## config.mk

```make
export PLATFORM = sky130hd
export DESIGN_NAME = inst_dec
export DESIGN_NICKNAME = d
export VERILOG_FILES = /design/src/rtl/inst_dec.sv
export SDC_FILE = /design/constraint.sdc
export NUM_CORES = 1
export LEC_CHECK = 0
export ABC_AREA = 1
export CAP_MARGIN = 25
export CORE_ASPECT_RATIO = 0.5
export CORE_MARGIN = 2
export CORE_UTILIZATION = 44
export CTS_BUF_LIST = sky130_fd_sc_hd__clkbuf_8 sky130_fd_sc_hd__clkbuf_16
export CTS_CLUSTER_SIZE = 20
export DETAILED_ROUTE_END_ITERATION = 12
export GPL_TIMING_DRIVEN = 0
export PLACE_DENSITY = 0.77
export SKIP_CTS_REPAIR_TIMING = 1
export SLEW_MARGIN = 10
export SYNTH_ARGS = -nofsm -noshare
export SYNTH_HDL_FRONTEND = slang
export SYNTH_SLANG_ARGS = --single-unit
```

## constraint.sdc

```tcl
create_clock -name clk -period 1.65 [get_ports clk]
set_clock_uncertainty 0.15 [all_clocks]
set_input_delay 0.2475 -clock clk [delete_from_list [all_inputs] [get_ports clk]]
set_output_delay 0.2475 -clock clk [all_outputs]
set_load 0.03 [all_outputs]
```

## src/rtl/inst_dec.sv

```systemverilog
// RV32I decode stage: splits an instruction word into register indices, func3,
// a sign-extended immediate and a format code behind a one-deep valid/ready register.
module inst_dec #(
  parameter int CNT_W = 16,
  parameter int ILL_W = 8
) (
  input  logic              clk,
  input  logic              rst,
  input  logic [31:0]       in_inst,
  input  logic              in_valid,
  output logic              in_ready,
  output logic              out_valid,
  input  logic              out_ready,
  output logic [3:0]        out_type,
  output logic [4:0]        out_rs1,
  output logic [4:0]        out_rs2,
  output logic [4:0]        out_rd,
  output logic [2:0]        out_func3,
  output logic [31:0]       out_imm,
  output logic              out_illegal,
  output logic [CNT_W-1:0]  dec_cnt,
  output logic [ILL_W-1:0]  ill_cnt
);

  typedef enum logic [3:0] {
    FMT_ILL = 4'd0,
    FMT_R0  = 4'd1,
    FMT_R20 = 4'd2,
    FMT_I   = 4'd3,
    FMT_L   = 4'd4,
    FMT_S   = 4'd5,
    FMT_B   = 4'd6,
    FMT_U   = 4'd7,
    FMT_J   = 4'd8
  } fmt_e;

  localparam logic [6:0] OP_R = 7'b0110011;
  localparam logic [6:0] OP_I = 7'b0010011;
  localparam logic [6:0] OP_L = 7'b0000011;
  localparam logic [6:0] OP_S = 7'b0100011;
  localparam logic [6:0] OP_B = 7'b1100011;
  localparam logic [6:0] OP_U = 7'b0110111;
  localparam logic [6:0] OP_J = 7'b1101111;

  localparam logic [6:0] F7_ZERO = 7'h00;
  localparam logic [6:0] F7_ALT  = 7'h20;

  logic [6:0]  w_opcode;
  logic [2:0]  w_f3;
  logic [6:0]  w_f7;
  fmt_e        w_fmt;
  logic [4:0]  w_rs1;
  logic [4:0]  w_rs2;
  logic [4:0]  w_rd;
  logic [31:0] w_imm;
  logic        w_accept;
  logic        w_is_ill;

  logic              r_valid;
  logic [3:0]        r_type;
  logic [4:0]        r_rs1;
  logic [4:0]        r_rs2;
  logic [4:0]        r_rd;
  logic [2:0]        r_func3;
  logic [31:0]       r_imm;
  logic              r_illegal;
  logic [CNT_W-1:0]  r_dec_cnt;
  logic [ILL_W-1:0]  r_ill_cnt;

  assign w_opcode = in_inst[6:0];
  assign w_f3     = in_inst[14:12];
  assign w_f7     = in_inst[31:25];

  // Format classification, including the reserved func3/func7 combinations.
  always_comb begin
    w_fmt = FMT_ILL;
    unique case (w_opcode)
      OP_R: begin
        if (w_f7 == F7_ZERO)
          w_fmt = FMT_R0;
        else if (w_f7 == F7_ALT && (w_f3 == 3'd0 || w_f3 == 3'd5))
          w_fmt = FMT_R20;
      end
      OP_I: begin
        if (w_f3 == 3'd1) begin
          if (w_f7 == F7_ZERO) w_fmt = FMT_I;
        end else if (w_f3 == 3'd5) begin
          if (w_f7 == F7_ZERO || w_f7 == F7_ALT) w_fmt = FMT_I;
        end else begin
          w_fmt = FMT_I;
        end
      end
      OP_L: begin
        if (!(w_f3 == 3'd3 || w_f3 == 3'd6 || w_f3 == 3'd7)) w_fmt = FMT_L;
      end
      OP_S: begin
        if (w_f3 < 3'd3) w_fmt = FMT_S;
      end
      OP_B: begin
        if (!(w_f3 == 3'd2 || w_f3 == 3'd3)) w_fmt = FMT_B;
      end
      OP_U:    w_fmt = FMT_U;
      OP_J:    w_fmt = FMT_J;
      default: w_fmt = FMT_ILL;
    endcase
  end

  // Field extraction; fields a format does not use read as zero.
  always_comb begin
    w_rs1 = in_inst[19:15];
    w_rs2 = in_inst[24:20];
    w_rd  = in_inst[11:7];
    w_imm = '0;
    unique case (w_fmt)
      FMT_R0, FMT_R20: begin
        w_imm = '0;
      end
      FMT_I, FMT_L: begin
        w_rs2 = '0;
        w_imm = {{20{in_inst[31]}}, in_inst[31:20]};
      end
      FMT_S: begin
        w_rd  = '0;
        w_imm = {{20{in_inst[31]}}, in_inst[31:25], in_inst[11:7]};
      end
      FMT_B: begin
        w_rd  = '0;
        w_imm = {{19{in_inst[31]}}, in_inst[31], in_inst[7],
                 in_inst[30:25], in_inst[11:8], 1'b0};
      end
      FMT_U: begin
        w_rs1 = '0;
        w_rs2 = '0;
        w_imm = {in_inst[31:12], 12'b0};
      end
      FMT_J: begin
        w_rs1 = '0;
        w_rs2 = '0;
        w_imm = {{11{in_inst[31]}}, in_inst[31], in_inst[19:12],
                 in_inst[20], in_inst[30:21], 1'b0};
      end
      default: begin
        w_rs1 = '0;
        w_rs2 = '0;
        w_rd  = '0;
        w_imm = '0;
      end
    endcase
  end

  assign w_is_ill = (w_fmt == FMT_ILL);
  assign in_ready = !r_valid || out_ready;
  assign w_accept = in_valid && in_ready;

  always_ff @(posedge clk or negedge rst) begin
    if (!rst) begin
      r_valid   <= 1'b0;
      r_type    <= '0;
      r_rs1     <= '0;
      r_rs2     <= '0;
      r_rd      <= '0;
      r_func3   <= '0;
      r_imm     <= '0;
      r_illegal <= 1'b0;
      r_dec_cnt <= '0;
      r_ill_cnt <= '0;
    end else begin
      if (w_accept) begin
        r_valid   <= 1'b1;
        r_type    <= w_fmt;
        r_rs1     <= w_rs1;
        r_rs2     <= w_rs2;
        r_rd      <= w_rd;
        r_func3   <= w_f3;
        r_imm     <= w_imm;
        r_illegal <= w_is_ill;
        if (w_is_ill) begin
          if (r_ill_cnt != '1) r_ill_cnt <= r_ill_cnt + 1'b1;
        end else begin
          r_dec_cnt <= r_dec_cnt + 1'b1;
        end
      end else if (out_ready) begin
        r_valid <= 1'b0;
      end
    end
  end

  assign out_valid   = r_valid;
  assign out_type    = r_type;
  assign out_rs1     = r_rs1;
  assign out_rs2     = r_rs2;
  assign out_rd      = r_rd;
  assign out_func3   = r_func3;
  assign out_imm     = r_imm;
  assign out_illegal = r_illegal;
  assign dec_cnt     = r_dec_cnt;
  assign ill_cnt     = r_ill_cnt;

endmodule
```

==> results_dict.tcl <==
set metrics [dict create \
    grt_first_pass_wirelength_um 19200 \
    finalNetCount 763 \
    wirelength_um 13100 \
    r2r_end "ill_cnt[2]" \
    crit_family "simple AND/OR/NAND/NOR gates" \
    area_growth_syn_to_layout_pct 56.1 \
    status "finished, final reports clean" \
    antenna_found_initial 1 \
    drc_errors 0 \
    final_layout_size_suffix_gt1_frac 0.201 \
    ys.warnings.count 0 \
    syn-num-nets 610 \
    hold_viol 0 \
    syn_area_sq_mm 0.00431 \
    first_pass_iters 8 \
    cp.depth 14 \
    die_y_um 74.0 \
    clock_latency_ns 0.34 \
    synth_cell_types 28 \
    viasPerCell 5.14 \
    num_rows 25 \
    synth.top_cells.by_count "nand2_1, dfrtp_1, nand3_1, nor2_1, inv_1" \
    dieArea_sq_mm 0.0107 \
    postLayoutCellArea_sq_mm 0.00673 \
    cts-htree-levels 3 \
    grt_max_degree 60 \
    drtIter0Drc 324 \
    synthTopCellsByArea "dfrtp_1, nand2_1, nand3_1" \
    multi_input_area_sq_mm 0.00232 \
    crit_top_cell "nor2_4" \
    path_clk_slew_ns 0.06 \
    die_w_um 144 \
    yosysMostFrequentCell "nand2_1" \
    synthFlopType "dfrtp_1" \
    power_density_mw_per_mm2 821 \
    io_pins 117 \
    max_cap_violations 0 \
    path_max_fanout 8 \
    holdWs_ns 0.0622 \
    worst_path_max_delay_cell "nor2_4" \
    crit_end "ill_cnt[2]" \
    grt_pass1_vias 3923 \
    cp.required_ns 1.73 \
    start_kind "input port" \
    worstSetupPathType "input port to flop" \
    fmax_ghz 0.608 \
    r2r_slack_ns 0.03 \
    hp-class "input port to flop" \
    netlist.area_leader.share 0.464 \
    critPathMaxStageDelay_ns 0.18 \
    rsz0062_at_grt "true" \
    ir_worst_vdd_v 0.000647 \
    routabilityCongestion 0.897 \
    setup_ws_ns 0.00427 \
    finalSetupViolations 0 \
    drv_slew 0 \
    synthArstFlopShare 1.00 \
    slew_headroom 0.734 \
    synth_edf_count 0 \
    startpoint "in_inst[2]" \
    cts-root-buf "clkbuf_16" \
    cts_buffer_depth 2 \
    syn-instance-count 572 \
    avgRoutedWirePerCell_um 15.2 \
    total_power_mw 5.53 \
    dpl_cell_area_sq_mm 0.00571 \
    final.fill_count 723 \
    utilization 0.710 \
    ys_ff_latch 80 \
    cts_sinks 80 \
    syn_avg_cell_area_sq_um 7.54 \
    min_period_ns 1.65 \
    setup_tns_ns 0 \
    layoutNonFillerInstCount 866 \
    dp.cells 824 \
    worst_ep_arrival_time_ns 1.73 \
    overflow 0 \
    initial_core_util 0.455 \
    seqCellArea_sq_mm 0.00201 \
    yosys.area.top_type "dfrtp_1" \
    dpl.hpwl_um 8960 \
    worst_pin_slew_ns 0.399 \
    critPathBufInv 4 \
    grt.total_usage 0.233 \
    end_kind "flop" \
    vias 4448 \
    reg2reg_depth 7 \
    fin_crit_sh 0.997 \
    io_buffers 116 \
    dp_worst_setup_slack_ns -0.739 \
    drtAntennaViolNets 0 \
    power.static_leakage_nw 4.78 \
    coreArea_sq_mm 0.00948 \
    cts_buffers 9 \
    cts_tree "yes" \
    crit_path_cell_trace "clkbuf_2, inv_2, nand2_2, nor2_4, buf_6, buf_6, nand2_8, nand3_4, nor2_4, nand2_4, nor2_4, nand2_4, nand2_1, nand2_1" \
    yosysSeqAreaShare 0.464 \
    r2r-start "out_valid" \
]
==> worst min path at each step <==
stage	startpoint	end	slack (ns)	cells after the start
2_1_floorplan	rst	dec_cnt[0]	-0.20	0
3_3_place_gp	out_imm[27]	out_imm[27]	0.32	2
3_5_place_dp	rst	dec_cnt[9]	0.008	1
4_1_cts	rst	dec_cnt[9]	-0.35	1
5_1_grt	in_inst[25]	out_imm[5]	0.07	3
6_report	in_inst[25]	out_imm[5]	0.06	3
==> cells in the final DEF (no fill, tap or decap), drive strengths merged <==
cell           instances
a21oi                 14
a31oi                  1
buf                   33
bufinv                 2
clkbuf                28
clkdlybuf4s50         17
clkinv                 5
dfrtp                 80
diode                  1
dlygate4sd3            1
dlymetal6s2s          92
ha                     2
inv                   38
nand2                242
nand3                 69
nand3b                 1
nand4                 10
nor2                  42
nor3                   9
o21ai                 22
o21bai                 1
o22ai                  1
xnor2                  3
xor2                  17
==> power breakdown <==
group	internal [mW]	switching, mW	total [mW]
sequential	2.08	0.138	2.22
clock	1.33	0.821	2.15
combinational	0.467	0.690	1.16
total	3.88	1.65	5.53
==> layer usage <==
metal / GRT usage / vias to the layer above / wire length, um
li1: - / 2130 / -
met1: 0.310 / 2144 / 5720
met2: 0.390 / 149 / 6310
met3: 0.0650 / 25 / 923
met4: 0.0534 / 0 / 175
met5: 0 / - / 0
==> cell families (layout without fill, tap and decap cells) <==
kind of cell,after synthesis,in the layout,synth area share
AOI/OAI and AO/OA,39,39,0.0531
xor gates and xnor gates,20,20,0.0406
adders and majority gates,2,2,0.00580
buffers and inverters,58,216,0.0546
DFF,80,80,0.464
other,0,1,0
and+or+nand+nor,373,373,0.381
==> registers in the layout, summed over array words and instances, names as in the netlist, 3 cells and up <==
register	count
out_type	4
out_func3	3
ill_cnt	8
dec_cnt	16
out_rd	5
out_imm	32
out_rs1	5
out_rs2	5
==> final cells by class <==
type                       count  share of cell area
antenna                        1            0.000372
buffer                        20              0.0188
clock buffer                   9              0.0335
clock inverter                 7              0.0143
inverter                      38              0.0212
multi-input combinational    434               0.345
sequential                    80               0.299
tap                          135              0.0251
timing repair buffer         142               0.243
==> tightest hold or removal path, cell delays in order <==
cell            delay [ns]
dlymetal6s2s_1        0.13
nand3_1               0.09
nand2_1               0.06
Power figures use the tool's default switching activity.
